--- src/rtl/snake_step_ctrl.sv ---
// ---------------------------------------------------------------------------
// snake_step_ctrl
//
// Game-step sequencer for the snake board. It counts vertical-sync pulses.
// Every FRAMES_PER_STEP frames it advances the snake head one cell, wrapping
// at the board edges. It then issues two writes to the board memory over a
// req/ack handshake: first the old head cell becomes BODY, then the new head
// cell becomes HEAD. The same memory is read by the VGA controller.
//
// Ports
//   iVGA_CLK      in   1   pixel clock, the only clock
//   iRST_n        in   1   asynchronous active-low reset
//   up/down/left/right
//                 in   1   button levels, active-high, already synchronous
//   iVS_start     in   1   one-cycle pulse at the start of vertical blank
//   iPause        in   1   level; freezes frame counting while high
//   wr_req        out  1   board write request
//   wr_ack        in   1   board write accepted
//   wr_addr       out 32   board cell index = row*BOARD_W + col
//   wr_data       out  2   cell code (1 = HEAD, 2 = BODY)
//   headRow       out 32   current head row
//   headCol       out 32   current head column
//   dir           out  2   committed heading (0 UP, 1 DOWN, 2 LEFT, 3 RIGHT)
//   step_done     out  1   one-cycle pulse when both writes of a step finish
//   overrun       out  1   sticky; set when a step tick arrives while busy
// ---------------------------------------------------------------------------
module snake_step_ctrl #(
    parameter int unsigned BOARD_W         = 32,
    parameter int unsigned BOARD_H         = 24,
    parameter int unsigned FRAMES_PER_STEP = 8
) (
    input  logic        iVGA_CLK,
    input  logic        iRST_n,
    input  logic        up,
    input  logic        down,
    input  logic        left,
    input  logic        right,
    input  logic        iVS_start,
    input  logic        iPause,
    output logic        wr_req,
    input  logic        wr_ack,
    output logic [31:0] wr_addr,
    output logic [1:0]  wr_data,
    output logic [31:0] headRow,
    output logic [31:0] headCol,
    output logic [1:0]  dir,
    output logic        step_done,
    output logic        overrun
);

    localparam logic [1:0] DIR_UP    = 2'd0;
    localparam logic [1:0] DIR_DOWN  = 2'd1;
    localparam logic [1:0] DIR_LEFT  = 2'd2;
    localparam logic [1:0] DIR_RIGHT = 2'd3;

    localparam logic [1:0] CELL_HEAD = 2'd1;
    localparam logic [1:0] CELL_BODY = 2'd2;

    localparam int unsigned CNT_W =
        (FRAMES_PER_STEP > 1) ? $clog2(FRAMES_PER_STEP) : 1;
    localparam logic [CNT_W-1:0] CNT_LAST = CNT_W'(FRAMES_PER_STEP - 1);

    localparam logic [31:0] ROW_RST = 32'(BOARD_H / 2);
    localparam logic [31:0] COL_RST = 32'(BOARD_W / 2);
    localparam logic [31:0] ROW_MAX = 32'(BOARD_H - 1);
    localparam logic [31:0] COL_MAX = 32'(BOARD_W - 1);

    typedef enum logic [1:0] {
        ST_IDLE,
        ST_MOVE,
        ST_WR_BODY,
        ST_WR_HEAD
    } state_e;

    // ------------------------------------------------------------------
    // Arithmetic helpers
    // ------------------------------------------------------------------
    function automatic logic [31:0] wrap_dec(input logic [31:0] v,
                                             input logic [31:0] vmax);
        return (v == 32'd0) ? vmax : v - 32'd1;
    endfunction

    function automatic logic [31:0] wrap_inc(input logic [31:0] v,
                                             input logic [31:0] vmax);
        return (v == vmax) ? 32'd0 : v + 32'd1;
    endfunction

    function automatic logic [31:0] cell_addr(input logic [31:0] r,
                                              input logic [31:0] c);
        return r * 32'(BOARD_W) + c;
    endfunction

    // ------------------------------------------------------------------
    // State
    // ------------------------------------------------------------------
    state_e           state_q,    state_d;
    logic [CNT_W-1:0] frame_q,    frame_d;
    logic [1:0]       pend_q,     pend_d;
    logic [1:0]       dir_q,      dir_d;
    logic [31:0]      head_row_q, head_row_d;
    logic [31:0]      head_col_q, head_col_d;
    logic             wr_req_q,   wr_req_d;
    logic [31:0]      wr_addr_q,  wr_addr_d;
    logic [1:0]       wr_data_q,  wr_data_d;
    logic             done_q,     done_d;
    logic             overrun_q,  overrun_d;

    logic             tick;
    logic             btn_vld;
    logic [1:0]       btn_dir;
    logic [31:0]      next_row;
    logic [31:0]      next_col;

    // ------------------------------------------------------------------
    // Frame counter: a tick fires on the sync pulse that wraps the count.
    // ------------------------------------------------------------------
    always_comb begin
        frame_d = frame_q;
        tick    = 1'b0;
        if (iVS_start && !iPause) begin
            if (frame_q == CNT_LAST) begin
                frame_d = '0;
                tick    = 1'b1;
            end else begin
                frame_d = frame_q + 1'b1;
            end
        end
    end

    // ------------------------------------------------------------------
    // Direction latch. A reverse request is dropped outright rather than
    // falling through to a lower-priority button, so the snake can never
    // fold back onto its own neck. Opposite headings differ only in bit 0.
    // ------------------------------------------------------------------
    always_comb begin
        btn_vld = 1'b1;
        btn_dir = DIR_UP;
        if (up) begin
            btn_dir = DIR_UP;
        end else if (down) begin
            btn_dir = DIR_DOWN;
        end else if (left) begin
            btn_dir = DIR_LEFT;
        end else if (right) begin
            btn_dir = DIR_RIGHT;
        end else begin
            btn_vld = 1'b0;
        end

        pend_d = pend_q;
        if (btn_vld && (btn_dir != (dir_q ^ 2'b01))) begin
            pend_d = btn_dir;
        end
    end

    // Next head position for the heading about to be committed.
    always_comb begin
        next_row = head_row_q;
        next_col = head_col_q;
        case (pend_q)
            DIR_UP:    next_row = wrap_dec(head_row_q, ROW_MAX);
            DIR_DOWN:  next_row = wrap_inc(head_row_q, ROW_MAX);
            DIR_LEFT:  next_col = wrap_dec(head_col_q, COL_MAX);
            default:   next_col = wrap_inc(head_col_q, COL_MAX);
        endcase
    end

    // ------------------------------------------------------------------
    // Step FSM. The old head address is latched straight into wr_addr in
    // MOVE, so no separate copy of the previous position is kept.
    // ------------------------------------------------------------------
    always_comb begin
        state_d    = state_q;
        dir_d      = dir_q;
        head_row_d = head_row_q;
        head_col_d = head_col_q;
        wr_req_d   = wr_req_q;
        wr_addr_d  = wr_addr_q;
        wr_data_d  = wr_data_q;
        done_d     = 1'b0;
        overrun_d  = overrun_q | (tick && (state_q != ST_IDLE));

        case (state_q)
            ST_IDLE: begin
                if (tick) begin
                    state_d = ST_MOVE;
                end
            end
            ST_MOVE: begin
                dir_d      = pend_q;
                head_row_d = next_row;
                head_col_d = next_col;
                wr_req_d   = 1'b1;
                wr_addr_d  = cell_addr(head_row_q, head_col_q);
                wr_data_d  = CELL_BODY;
                state_d    = ST_WR_BODY;
            end
            ST_WR_BODY: begin
                if (wr_ack) begin
                    // head_*_q already holds the new head here.
                    wr_addr_d = cell_addr(head_row_q, head_col_q);
                    wr_data_d = CELL_HEAD;
                    state_d   = ST_WR_HEAD;
                end
            end
            ST_WR_HEAD: begin
                if (wr_ack) begin
                    wr_req_d = 1'b0;
                    done_d   = 1'b1;
                    state_d  = ST_IDLE;
                end
            end
            default: begin
                state_d = ST_IDLE;
            end
        endcase
    end

    always_ff @(posedge iVGA_CLK or negedge iRST_n) begin
        if (!iRST_n) begin
            state_q    <= ST_IDLE;
            frame_q    <= '0;
            pend_q     <= DIR_RIGHT;
            dir_q      <= DIR_RIGHT;
            head_row_q <= ROW_RST;
            head_col_q <= COL_RST;
            wr_req_q   <= 1'b0;
            wr_addr_q  <= 32'd0;
            wr_data_q  <= 2'd0;
            done_q     <= 1'b0;
            overrun_q  <= 1'b0;
        end else begin
            state_q    <= state_d;
            frame_q    <= frame_d;
            pend_q     <= pend_d;
            dir_q      <= dir_d;
            head_row_q <= head_row_d;
            head_col_q <= head_col_d;
            wr_req_q   <= wr_req_d;
            wr_addr_q  <= wr_addr_d;
            wr_data_q  <= wr_data_d;
            done_q     <= done_d;
            overrun_q  <= overrun_d;
        end
    end

    assign wr_req    = wr_req_q;
    assign wr_addr   = wr_addr_q;
    assign wr_data   = wr_data_q;
    assign headRow   = head_row_q;
    assign headCol   = head_col_q;
    assign dir       = dir_q;
    assign step_done = done_q;
    assign overrun   = overrun_q;

endmodule

--- config.mk ---
export PLATFORM = sky130hd
export DESIGN_NAME = snake_step_ctrl
export DESIGN_NICKNAME = d
export VERILOG_FILES = /design/src/rtl/snake_step_ctrl.sv
export SDC_FILE = /design/constraint.sdc
export NUM_CORES = 1
export LEC_CHECK = 0
export ABC_CLOCK_PERIOD_IN_PS = 5200
export BUFFER_PORTS_ARGS = -buffer_cell sky130_fd_sc_hd__buf_2
export CORE_UTILIZATION = 50
export CTS_BUF_LIST = sky130_fd_sc_hd__clkbuf_4 sky130_fd_sc_hd__clkbuf_8
export DETAILED_ROUTE_END_ITERATION = 8
export PLACE_DENSITY = 0.71
export REMOVE_ABC_BUFFERS = 1
export SYNTH_ARGS = -nofsm -noshare
export SYNTH_HDL_FRONTEND = slang
export SYNTH_SLANG_ARGS = --single-unit
--- constraint.sdc ---
create_clock -name iVGA_CLK -period 5.2 [get_ports iVGA_CLK]
set_input_delay 0.26 -clock iVGA_CLK [delete_from_list [all_inputs] [get_ports iVGA_CLK]]
set_output_delay 0.26 -clock iVGA_CLK [all_outputs]
set_load 0.01 [all_outputs]
==> metrics, run 1 <==
outcome=finished with violations; failing checks=negative hold slack; Worst EP required=5460 ps; R2R setup slack=1860 ps; post-CTS setup buffer count=0; dpl hpwl=18.87 mm; fin crit share=64.25%; Routed Antenna Nets=0; sequential share of the synthesized area=31.76%; first-pass GRT wire length=roughly 43 mm; DRC errors left=0; final hold slack=-17.99 ps; synthesized flop and latch total=110; Clk pin slew, worst setup/hold paths=110 ps; most common cell after layout, fill and taps aside=buf_2; Worst EP arrival=3600 ps; Die X=133.9 um; DR WL/cell=approximately 20 um; Vias per Instance=6.492; Ports=around 110; Max VDD drop=0.0006532 V; number of flops mapped to enable cells by yosys=0; Pins Over Slew Limit=0; register area=0.002761 mm^2; Crit Path Max Fanout=29; syn avg cell area=8.037 um^2; Detailed Route Iter0 Violations=741; TritonCTS clock tree=yes; Crit Path Class=flop to flop; ys flop type=dfrtp_1; cells after synthesis=1,082; chip height=approximately 130 um; area of the die=0.01792 mm^2; CORE AREA=0.01676 mm^2; fmax=roughly 0.30 GHz; maxcap violations=0; All-Layer GR Usage=between 30 and 40%; row count=47; Cell Area, Synth=0.008696 mm^2; grt total ovfl=0; Clock Path Buffers=2; TNS Setup=0 ps; reg2reg start=headCol[6]$_DFFE_PN0P_; R2R cell count=7; capturing point of the worst reg2reg path=headCol[14]$_DFFE_PN0P_; Port Buffers=roughly 110; worst clock skew=roughly 18 ps; Synth Warn #=0; Pleak=3.972 nW; total number of vias=8,809; worst hold path type=primary input to asynchronous set/reset pin; CP endpoint kind=flop; clock net sink count=110; Hold Vio Cnt, Final=4; Clk Latency, worst-skew pair=around 400 ps; drt total wl=26.70 mm; # hold bufs at CTS=0; antenna violations before repair=0; critical path startpoint category=flop; P&R area growth vs syn=8.331%; Root Buffer=clkbuf_8; Resized cells post-CTS=0; Final setup violation count=0; post-layout min period=3341 ps; Cell variety after synth=80; initial core utilization=51.89%; Pre-antenna DRT Iters=6; vias in the first global route=7,893; NumNets Final=1,180; CTS Buf Count=9; max_slew headroom=19.44%; GPL Wtd Cong=approximately 0.96; largest net degree at the start of global routing=74; ratio of cells with drive above 1 in the final layout=between 10% and 20%; power per cell area=between 500 and 600 mW/mm^2; actual slew at the worst max-slew pin=1208 ps; multi-input combinational cell area=0.005418 mm^2; # fillers=roughly 1,600; number of antenna diodes=0; most frequent cells in the layout=buf_2, a21oi_1, dfrtp_1; # H-tree levels=3; RSZ-0062 raised after global routing=false; ys async rst share=100.0%
==> flip-flops by register name, indices dropped and copies added, names as in the netlist <==
signal	count
headCol	32
headRow	32
wr_addr	32
frame_q	3
dir	2
pend_q	2
state_q	2
wr_data	2
overrun	1
step_done	1
wr_req	1
==> logic make-up (layout without fill, tap and decap cells) <==
family / count (synthesis) / count (layout) / synth area share (%)
simple gates: 418 / 418 / 25.47
compound gates: 374 / 374 / 27.61
flops: 110 / 110 / 31.76
buf+inv: 110 / 165 / 6.086
fa+ha+maj: 38 / 38 / 5.554
xor+xnor: 19 / 19 / 1.914
mux: 13 / 13 / 1.612
==> per-stage QoR <==
step                      utilization [%]  worst slack, ps  instances  instance area, um^2  total power, W
after CTS                           56.21             1925       1357                 9420        0.004891
after global placement              54.83             1948       1342                 9189        0.004221
after floorplan                         -             2471       1003                 8283        0.003286
after global routing                56.21             1625       1357                 9420        0.005290
final                               56.21             1859       1357                 9420        0.004918
after detailed placement            54.83             1942       1342                 9189        0.004246
==> final cells by class <==
| type | instances | share of cell area, % |
|---|---|---|
| clock buffers | 10 | 1.395 |
| clock inverters | 5 | 1.063 |
| inverters | 31 | 1.235 |
| multi-input cells | 862 | 57.51 |
| flip-flops and latches | 110 | 29.31 |
| well taps | 220 | 2.922 |
| repair buffers | 119 | 6.561 |
==> metal layers <==
metal	track usage, %	vias up	part of all wire [%]	routed length (um)
li1	-	4182	-	-
met1	43.39	4180	45	11990
met2	45.51	397	44	11850
met3	4.119	50	7.8	2070
met4	11.81	0	2.9	785
met5	0	-	0	0
==> worst max path at each step <==
stage | start | slack, ps | end | depth (start not counted)
6_report | headCol[6]$_DFFE_PN0P_ | 1860 | headCol[14]$_DFFE_PN0P_ | 7
5_1_grt | headCol[6]$_DFFE_PN0P_ | 1630 | headCol[22]$_DFFE_PN0P_ | 7
4_1_cts | headCol[6]$_DFFE_PN0P_ | 1930 | headCol[5]$_DFFE_PN0P_ | 7
3_5_place_dp | headCol[6]$_DFFE_PN0P_ | 1940 | headCol[5]$_DFFE_PN0P_ | 7
3_3_place_gp | headCol[6]$_DFFE_PN0P_ | 1950 | headCol[5]$_DFFE_PN0P_ | 7
2_1_floorplan | headCol[26]$_DFFE_PN0P_ | 2470 | headCol[5]$_DFFE_PN0P_ | 7
==> power by group <==
| part | switching, W | internal, W | total, W |
|---|---|---|---|
| Sequential | 0.000478 | 0.00117 | 0.00165 |
| Combinational | 0.00168 | 0.000960 | 0.00264 |
| Clock | 0.000315 | 0.000322 | 0.000636 |
| Total | 0.00247 | 0.00245 | 0.00492 |
==> cells in the mapped netlist, types with 31 or more instances <==
cell type	number	share of area [%]
nand3_1	45	2.6
o22ai_1	41	2.9
o21ai_0	73	4.2
nor2_1	101	4.4
nand2_1	83	3.6
o31ai_1	32	2.8
inv_1	31	1.3
a21oi_1	105	6.0
clkbuf_1	36	1.6
nor3_1	55	3.2
ha_1	37	5.3
dfrtp_1	103	30
==> worst max-delay path, cell delays in order, from the launching register on <==
cell	delay (ps)
dfrtp_1	500
nor3_1	500
nand4b_1	190
or4_1	580
nand2b_1	890
nor2_1	200
a32oi_1	270
o31ai_1	80
No activity file was read; power rests on OpenSTA's default activity.
==> run 2: changes to the inputs <==
ABC_AREA = 1   (was not set)
ABC_CLOCK_PERIOD_IN_PS = 3250   (was 5200)
PLACE_DENSITY = 0.69   (was 0.71)
clock period = 3.25 ns   (was 5.2 ns; I/O delays follow)
==> run 2 against run 1 <==
- the run now ends clean
- synthesized cell count grew 65%
- first-iteration DRC count grew 28%
- combinational power is 120% higher
- total power is 100% higher
- via count rose by 32%
- final cell count increased by 57%
- maximum frequency up 37%
- setup slack got worse by 1000 ps
- clock-buffer cell count is 1 lower
- sequential power rose by 85%
- critical path type unchanged
==> metrics, run 2 <==
outcome=complete, no violations (was finished with violations); most frequent cells in the layout=nand2_1, nor2_1, inv_1 (was buf_2, a21oi_1, dfrtp_1); All-Layer GR Usage=31.66% (was 30.13%); Final Instance Area=0.01163 mm^2 (was 0.009420 mm^2); worst clock skew=28.02 ps (was 18.12 ps); maxcap violations=0 (unchanged); Post-DP Area=0.01140 mm^2 (was 0.009189 mm^2); total number of vias=11,610 (was 8,809); Pins Over Slew Limit=0 (unchanged); Die X=149.5 um (was 133.9 um); R2R setup slack=820 ps (was 1860 ps); Root Buffer=clkbuf_8 (unchanged); # fillers=2,222 (was 1,628); fin crit share=74.92% (was 64.25%); post-layout min period=2435 ps (was 3341 ps); Detailed Route Iter0 Violations=947 (was 741); Hold Vio Cnt, Final=0 (was 4); Post-synth top cells=nand2_1, nor2_1, inv_1 (was a21oi_1, dfrtp_1, nor2_1); Hold Crit Start=iPause; TNS Setup=0 ps (unchanged); first-pass GRT wire length=55.10 mm (was 42.73 mm); WP buf/inv=3 (was 0); crit-path leading delay family=simple AND/OR/NAND/NOR gates (unchanged); Max VDD drop=0.0005048 V (was 0.0006532 V); number of antenna diodes=0 (unchanged); clock net sink count=110 (unchanged); GPL Wtd Cong=0.9573 (was 0.9637); row count=53 (was 47); Reg power frac=31.0% (was 33.5%); clock network power share=9.8% (was 12.9%); Clk Latency, worst-skew pair=420 ps (was 400 ps); CTS Buf Count=9 (unchanged); Routed Antenna Nets=0 (unchanged); Pint=0.004310 W (was 0.002450 W); actual slew at the worst max-slew pin=1145 ps (was 1208 ps); Core Util, Final=54.97% (was 56.21%); Synth area leaders=dfrtp_1, nand2_1, nor2_1 (was dfrtp_1, a21oi_1, ha_1); max_slew headroom=23.19% (was 19.44%); final setup margin=815.0 ps (was 1859 ps); # H-tree levels=3 (unchanged); hold path endpoint=frame_q[2]$_DFFE_PN0P_; most common cell in the synthesized netlist=nand2_1 (was a21oi_1); worst hold path type=primary input to flop (was primary input to asynchronous set/reset pin); TritonCTS clock tree=yes (unchanged); Pleak=6.009 nW (was 3.972 nW); CP endpoint kind=flop (unchanged); Cell variety after synth=42 (was 80); sequential share of the synthesized area=25.39% (was 31.76%); synthesized flop and latch total=110 (unchanged); RSZ-0062 raised after global routing=false (unchanged); area of the die=0.02235 mm^2 (was 0.01792 mm^2); crit path cell chain=ha_1, inv_1, fa_1, inv_1, nand3_1, nand3_1, nand2_1, nand2_1, inv_1, nor2_1, o21ai_0, nand3_1, nand2_1 (was nor3_1, nand4b_1, or4_1, nand2b_1, nor2_1, a32oi_1, o31ai_1); Gate power share=59.2% (was 53.6%); Setup WS pre-CTS=858.5 ps (was 1942 ps); power per cell area=848.0 mW/mm^2 (was 522.1 mW/mm^2); Worst EP arrival=2740 ps (was 3600 ps); Final setup violation count=0 (unchanged); Synth Warn #=0 (unchanged); Ports=112 (unchanged); reg2reg start=headCol[5]$_DFFE_PN0P_ (was headCol[6]$_DFFE_PN0P_); leading area contributor after synthesis=dfrtp_1 (unchanged); ratio of cells with drive above 1 in the final layout=13.13% (was 15.66%); number of flops mapped to enable cells by yosys=0 (unchanged); fmax=0.4107 GHz (was 0.2993 GHz); critical path startpoint category=flop (unchanged); Vias per Instance=5.440 (was 6.492); Synth top area share=23.69% (was 29.64%); antenna violations before repair=1 (was 0); Pre-antenna DRT Iters=5 (was 6); critical path depth=13 (was 7); worst hold path stage count=4; R2R cell count=13 (was 7); initial core utilization=51.42% (was 51.89%); Clk pin slew, worst setup/hold paths=120 ps (was 110 ps); worst stage delay on the critical path=570 ps (was 890 ps); vias in the first global route=10,520 (was 7,893); DR WL/cell=16.29 um (was 19.68 um); # hold bufs at CTS=2 (was 0); Clock Path Buffers=2 (unchanged); final hold slack=80.61 ps (was -17.99 ps); Sw Pwr=0.005550 W (was 0.002469 W); Net Sw Frac=56.29% (was 50.19%); Port Buffers=111 (unchanged); chip height=149.5 um (was 133.9 um); ys async rst share=100.0% (unchanged); Worst EP required=3550 ps (was 5460 ps); CORE AREA=0.02115 mm^2 (was 0.01676 mm^2); critical path's slowest cell=dfrtp_1 (was nand2b_1); DRC errors left=0 (unchanged); syn avg cell area=6.077 um^2 (was 8.037 um^2); cells after synthesis=1,790 (was 1,082); post-CTS setup buffer count=0 (unchanged); drt total wl=34.76 mm (was 26.70 mm); Cell Area, Synth=0.01088 mm^2 (was 0.008696 mm^2); grt total ovfl=0 (unchanged); Resized cells post-CTS=0 (unchanged); Crit Path Max Fanout=10 (was 29); largest net degree at the start of global routing=60 (was 74); P&R area growth vs syn=6.890% (was 8.331%); Crit Path Class=flop to flop (unchanged); dpl hpwl=26.65 mm (was 18.87 mm); most common cell after layout, fill and taps aside=nand2_1 (was buf_2); capturing point of the worst reg2reg path=wr_addr[21]$_DFFE_PN0P_ (was headCol[14]$_DFFE_PN0P_); NumNets Final=1,901 (was 1,180); ys flop type=dfrtp_1 (unchanged)
-- run 2: changes by cell type in the layout (fill, tap and decap cells not counted), sizes merged, moves of 21 or more --
cell / before / now
o22ai: 41 / 0
nor4: 22 / 1
xor2: 10 / 46
nand2: 83 / 673
a21oi: 105 / 37
o31ai: 32 / 1
nor2: 101 / 298
nand3: 45 / 165
inv: 31 / 184
nor3: 57 / 14
-- run 2: worst min-delay path, cell delays in order --
cell and delay [ps]:
buf_2 80, nor2_1 90, nand2_1 80, nand2_1 50
-- run 2: worst max-delay path by stage --
stage	from	to	slack, ps
global placement	state_q[1]$_DFFE_PN0P_	headCol[2]$_DFFE_PN0P_	930
finish	headCol[5]$_DFFE_PN0P_	wr_addr[21]$_DFFE_PN0P_	820
detailed placement	state_q[1]$_DFFE_PN0P_	headCol[2]$_DFFE_PN0P_	860
CTS	headCol[5]$_DFFE_PN0P_	wr_addr[21]$_DFFE_PN0P_	840
floorplan	state_q[1]$_DFFE_PN0P_	headRow[6]$_DFFE_PN0P_	940
global route	state_q[1]$_DFFE_PN0P_	headCol[2]$_DFFE_PN0P_	500
-- run 2: kinds of logic (layout without fill, tap and decap cells) --
kind of cell	count (synthesis)	after routing	share of synthesized area, %
and+or+nand+nor	1195	1195	48.04
buffers and inverters	253	322	10.65
AOI/OAI and AO/OA	137	137	6.890
DFF	110	110	25.39
xor gates and xnor gates	57	57	4.589
adders and majority gates	38	38	4.440
-- run 2: cell type report --
type                    instances  area, um^2  area share, %
multi-input cells            1427        6958          59.84
inverters                     183       686.9          5.908
flip-flops and latches        110        2761          23.75
clock inverters                 7       87.58         0.7533
clock buffers                   9       123.9          1.065
repair buffers                123       665.6          5.725
well taps                     275       344.1          2.959
-- run 2: power by group through the flow --
stage	Clock (W)	Combinational, W	Sequential [W]
after CTS	0.000979	0.00580	0.00303
after floorplan	0	0.00378	0.00291
after detailed placement	0	0.00577	0.00306
after global routing	0.00103	0.00656	0.00312
final	0.000962	0.00584	0.00306
after global placement	0	0.00569	0.00305
-- run 2: metal layers --
metal,vias to the layer above,GRT usage [%],wire (um),share of wire (%)
li1,5735,-,-,-
met1,5397,43.03,15600,45
met2,423,51.44,16030,46
met3,54,4.756,2327,6.7
met4,0,9.643,805,2.3
met5,-,0,0,0
-- run 2: stage by stage --
stage,power (W),instances
floorplan,0.006683,1720
global placement,0.008734,2116
detailed placement,0.008831,2116
CTS,0.009812,2134
global route,0.01072,2134
finish,0.009860,2134
==> run 3: changes to the inputs <==
ABC_CLOCK_PERIOD_IN_PS = 2100   (was 3250)
PLACE_DENSITY = 0.72   (was 0.69)
clock period = 2.1 ns   (was 3.25 ns; I/O delays follow)
==> run 3 against run 2 <==
- via count is 3.6% higher
- register-to-register slack worse by 760 ps
- sequential power is 27% higher
- clock skew is 8.0 ps lower
- non-clock buffer count is 99 higher
- sequential share of layout area is 1.7 points lower
- total power is 67% higher
- clock-buffer cell count stayed put
- critical path type unchanged
- highest routed layer unchanged
==> metrics, run 3 (same netlist as run 2, synthesis figures left out) <==
total number of vias=12,020 (was 11,610); first-pass GRT wire length=58.35 mm (was 55.10 mm); initial core utilization=51.42% (unchanged); worst clock skew=20.07 ps (was 28.02 ps); max_slew headroom=54.91% (was 23.19%); chip height=149.5 um (unchanged); area of the die=0.02235 mm^2 (unchanged); Core Util, Final=59.44% (was 54.97%); post-layout min period=2040 ps (was 2435 ps); Final setup violation count=0 (unchanged); Clk pin slew, worst setup/hold paths=130 ps (was 120 ps); top sig layer=met4 (unchanged); NumNets Final=2,000 (was 1,901); grt total ovfl=0 (unchanged); Gate power share=68.0% (was 59.2%); actual slew at the worst max-slew pin=675.6 ps (was 1145 ps); Hold Vio Cnt, Final=0 (unchanged); worst hold path type=primary input to flop (unchanged); Port Buffers=111 (unchanged); number of antenna diodes=0 (unchanged); P&R area growth vs syn=15.59% (was 6.890%); multi-input combinational cell area=0.007091 mm^2 (was 0.006958 mm^2); Ports=112 (unchanged); CTS Buf Count=9 (unchanged); Vias per Instance=5.385 (was 5.440); largest net degree at the start of global routing=45 (was 60); Clock Path Buffers=2 (unchanged); worst stage delay on the critical path=420 ps (was 570 ps); Detailed Route Iter0 Violations=932 (was 947); most frequent cells in the layout=nand2_1, nor2_1, inv_1 (unchanged); TritonCTS clock tree=yes (unchanged); critical path's slowest cell=fa_2 (was dfrtp_1); Sw Pwr=0.009021 W (was 0.005550 W); Crit Path Class=flop to flop (unchanged); Setup WS pre-CTS=18.61 ps (was 858.5 ps); clock net sink count=110 (unchanged); ratio of cells with drive above 1 in the final layout=19.51% (was 13.13%); # fillers=2,153 (was 2,222); Pleak=6.494 nW (was 6.009 nW); power per cell area=1311 mW/mm^2 (was 848.0 mW/mm^2); outcome=complete, no violations (unchanged); CORE AREA=0.02115 mm^2 (unchanged); Pre-antenna DRT Iters=5 (unchanged); dpl hpwl=29.37 mm (was 26.65 mm); fin crit share=97.14% (was 74.92%); Reg power frac=23.6% (was 31.0%); row count=53 (unchanged); Root Buffer=clkbuf_8 (unchanged); M1 wire length=16.59 mm (was 15.60 mm); Pins Over Slew Limit=0 (unchanged); # H-tree levels=3 (unchanged); critical path startpoint category=flop (unchanged); final setup margin=59.98 ps (was 815.0 ps); antenna violations before repair=0 (was 1); Net Sw Frac=54.71% (was 56.29%); most common cell after layout, fill and taps aside=nand2_1 (unchanged); maxcap violations=0 (unchanged); Routed Antenna Nets=0 (unchanged); Worst EP required=2410 ps (was 3550 ps); DR WL/cell=16.83 um (was 16.29 um); crit path cell chain=ha_2, inv_1, fa_2, inv_2, nand3_1, nand3_2, buf_6, nand2_1, a21oi_1, o21ai_0, nand2_1, o21ai_0 (was ha_1, inv_1, fa_1, inv_1, nand3_1, nand3_1, nand2_1, nand2_1, inv_1, nor2_1, o21ai_0, nand3_1, nand2_1); CP endpoint kind=flop (unchanged); DRC errors left=0 (unchanged); Die X=149.5 um (unchanged); Max VDD drop=0.0008042 V (was 0.0005048 V); register area=0.002771 mm^2 (was 0.002761 mm^2); vias in the first global route=11,080 (was 10,520); TNS Setup=0 ps (unchanged); clock network power share=8.5% (was 9.8%); Crit Path Max Fanout=3 (was 10); Clk Latency, worst-skew pair=420 ps (about the same); met3 wire length=2.465 mm (was 2.327 mm); All-Layer GR Usage=33.74% (was 31.66%); wire length on met2=17.39 mm (was 16.03 mm); fmax=0.4902 GHz (was 0.4107 GHz); Worst EP arrival=2350 ps (was 2740 ps); drt total wl=37.58 mm (was 34.76 mm); Pint=0.007466 W (was 0.004310 W); GPL Wtd Cong=0.9638 (was 0.9573)
==> run 3: final cells by class <==
cell class / count / area share [%]
Clock inverter: 7 / 0.5075
Clock buffer: 9 / 0.9852
Timing Repair Buffer: 222 / 11.87
Inverter: 183 / 5.463
Multi-Input combinational cell: 1427 / 56.39
Sequential cell: 110 / 22.04
Tap cell: 275 / 2.737
==> run 3: worst paths after layout <==
kind,startpoint,to,slack [ps],cells after the start
max,headCol[5]$_DFFE_PN0P_,wr_addr[19]$_DFFE_PN0P_,60,12
min in group asynchronous,iRST_n,headRow[31]$_DFFE_PN0P_,230,2
max in group asynchronous,iRST_n,headRow[3]$_DFFE_PN1P_,1070,3
min,left,pend_q[0]$_DFFE_PN1P_,20,4
min reg2reg,wr_data[0]$_DFFE_PN0P_,wr_data[0]$_DFFE_PN0P_,480,2
max reg2reg,headCol[5]$_DFFE_PN0P_,wr_addr[19]$_DFFE_PN0P_,60,12
==> run 3: worst max-delay path: cells and delay by family (launching register included) <==
kind,cells,cell delay (ps)
adder cells (fa/ha/maj),2,610
flip-flops,1,390
AND/OR/NAND/NOR,4,350
AO/OA/AOI/OAI,3,350
buffers and inverters,3,260
==> run 3: through the flow <==
step / power, W / hold WS, ps / area, um^2 / instances
after global placement: 0.01446 / 147.5 / 12130 / 2205
final: 0.01649 / 16.70 / 12570 / 2233
after CTS: 0.01607 / 5.398 / 12360 / 2225
after floorplan: 0.01034 / -190.6 / 10410 / 1720
after global routing: 0.01776 / 34.10 / 12570 / 2233
after detailed placement: 0.01463 / 161.8 / 12130 / 2205
==> run 3: per-layer routing <==
| metal | vias up | global-route usage (%) |
|---|---|---|
| met1 | 5575 | 45.54 |
| li1 | 5934 | - |
| met4 | 0 | 11.53 |
| met2 | 450 | 55.97 |
| met5 | - | 0 |
| met3 | 65 | 3.293 |
==> run 3: power groups by stage <==
| stage | Clock, W | Combinational (W) | Sequential (W) |
|---|---|---|---|
| 2_1_floorplan | 0 | 0.00584 | 0.00450 |
| 3_3_place_gp | 0 | 0.0106 | 0.00387 |
| 3_5_place_dp | 0 | 0.0107 | 0.00388 |
| 4_1_cts | 0.00143 | 0.0108 | 0.00384 |
| 5_1_grt | 0.00149 | 0.0123 | 0.00395 |
| 6_report | 0.00139 | 0.0112 | 0.00389 |
==> run 3: timing repair <==
item                                    4_1_cts  5_1_grt
pin swaps                                     0        5
resized for setup                             2       44
buffers inserted                              0        8
endpoints found under the setup margin        2       36
hold endpoints to repair                     41        0
hold buffers                                  4        0
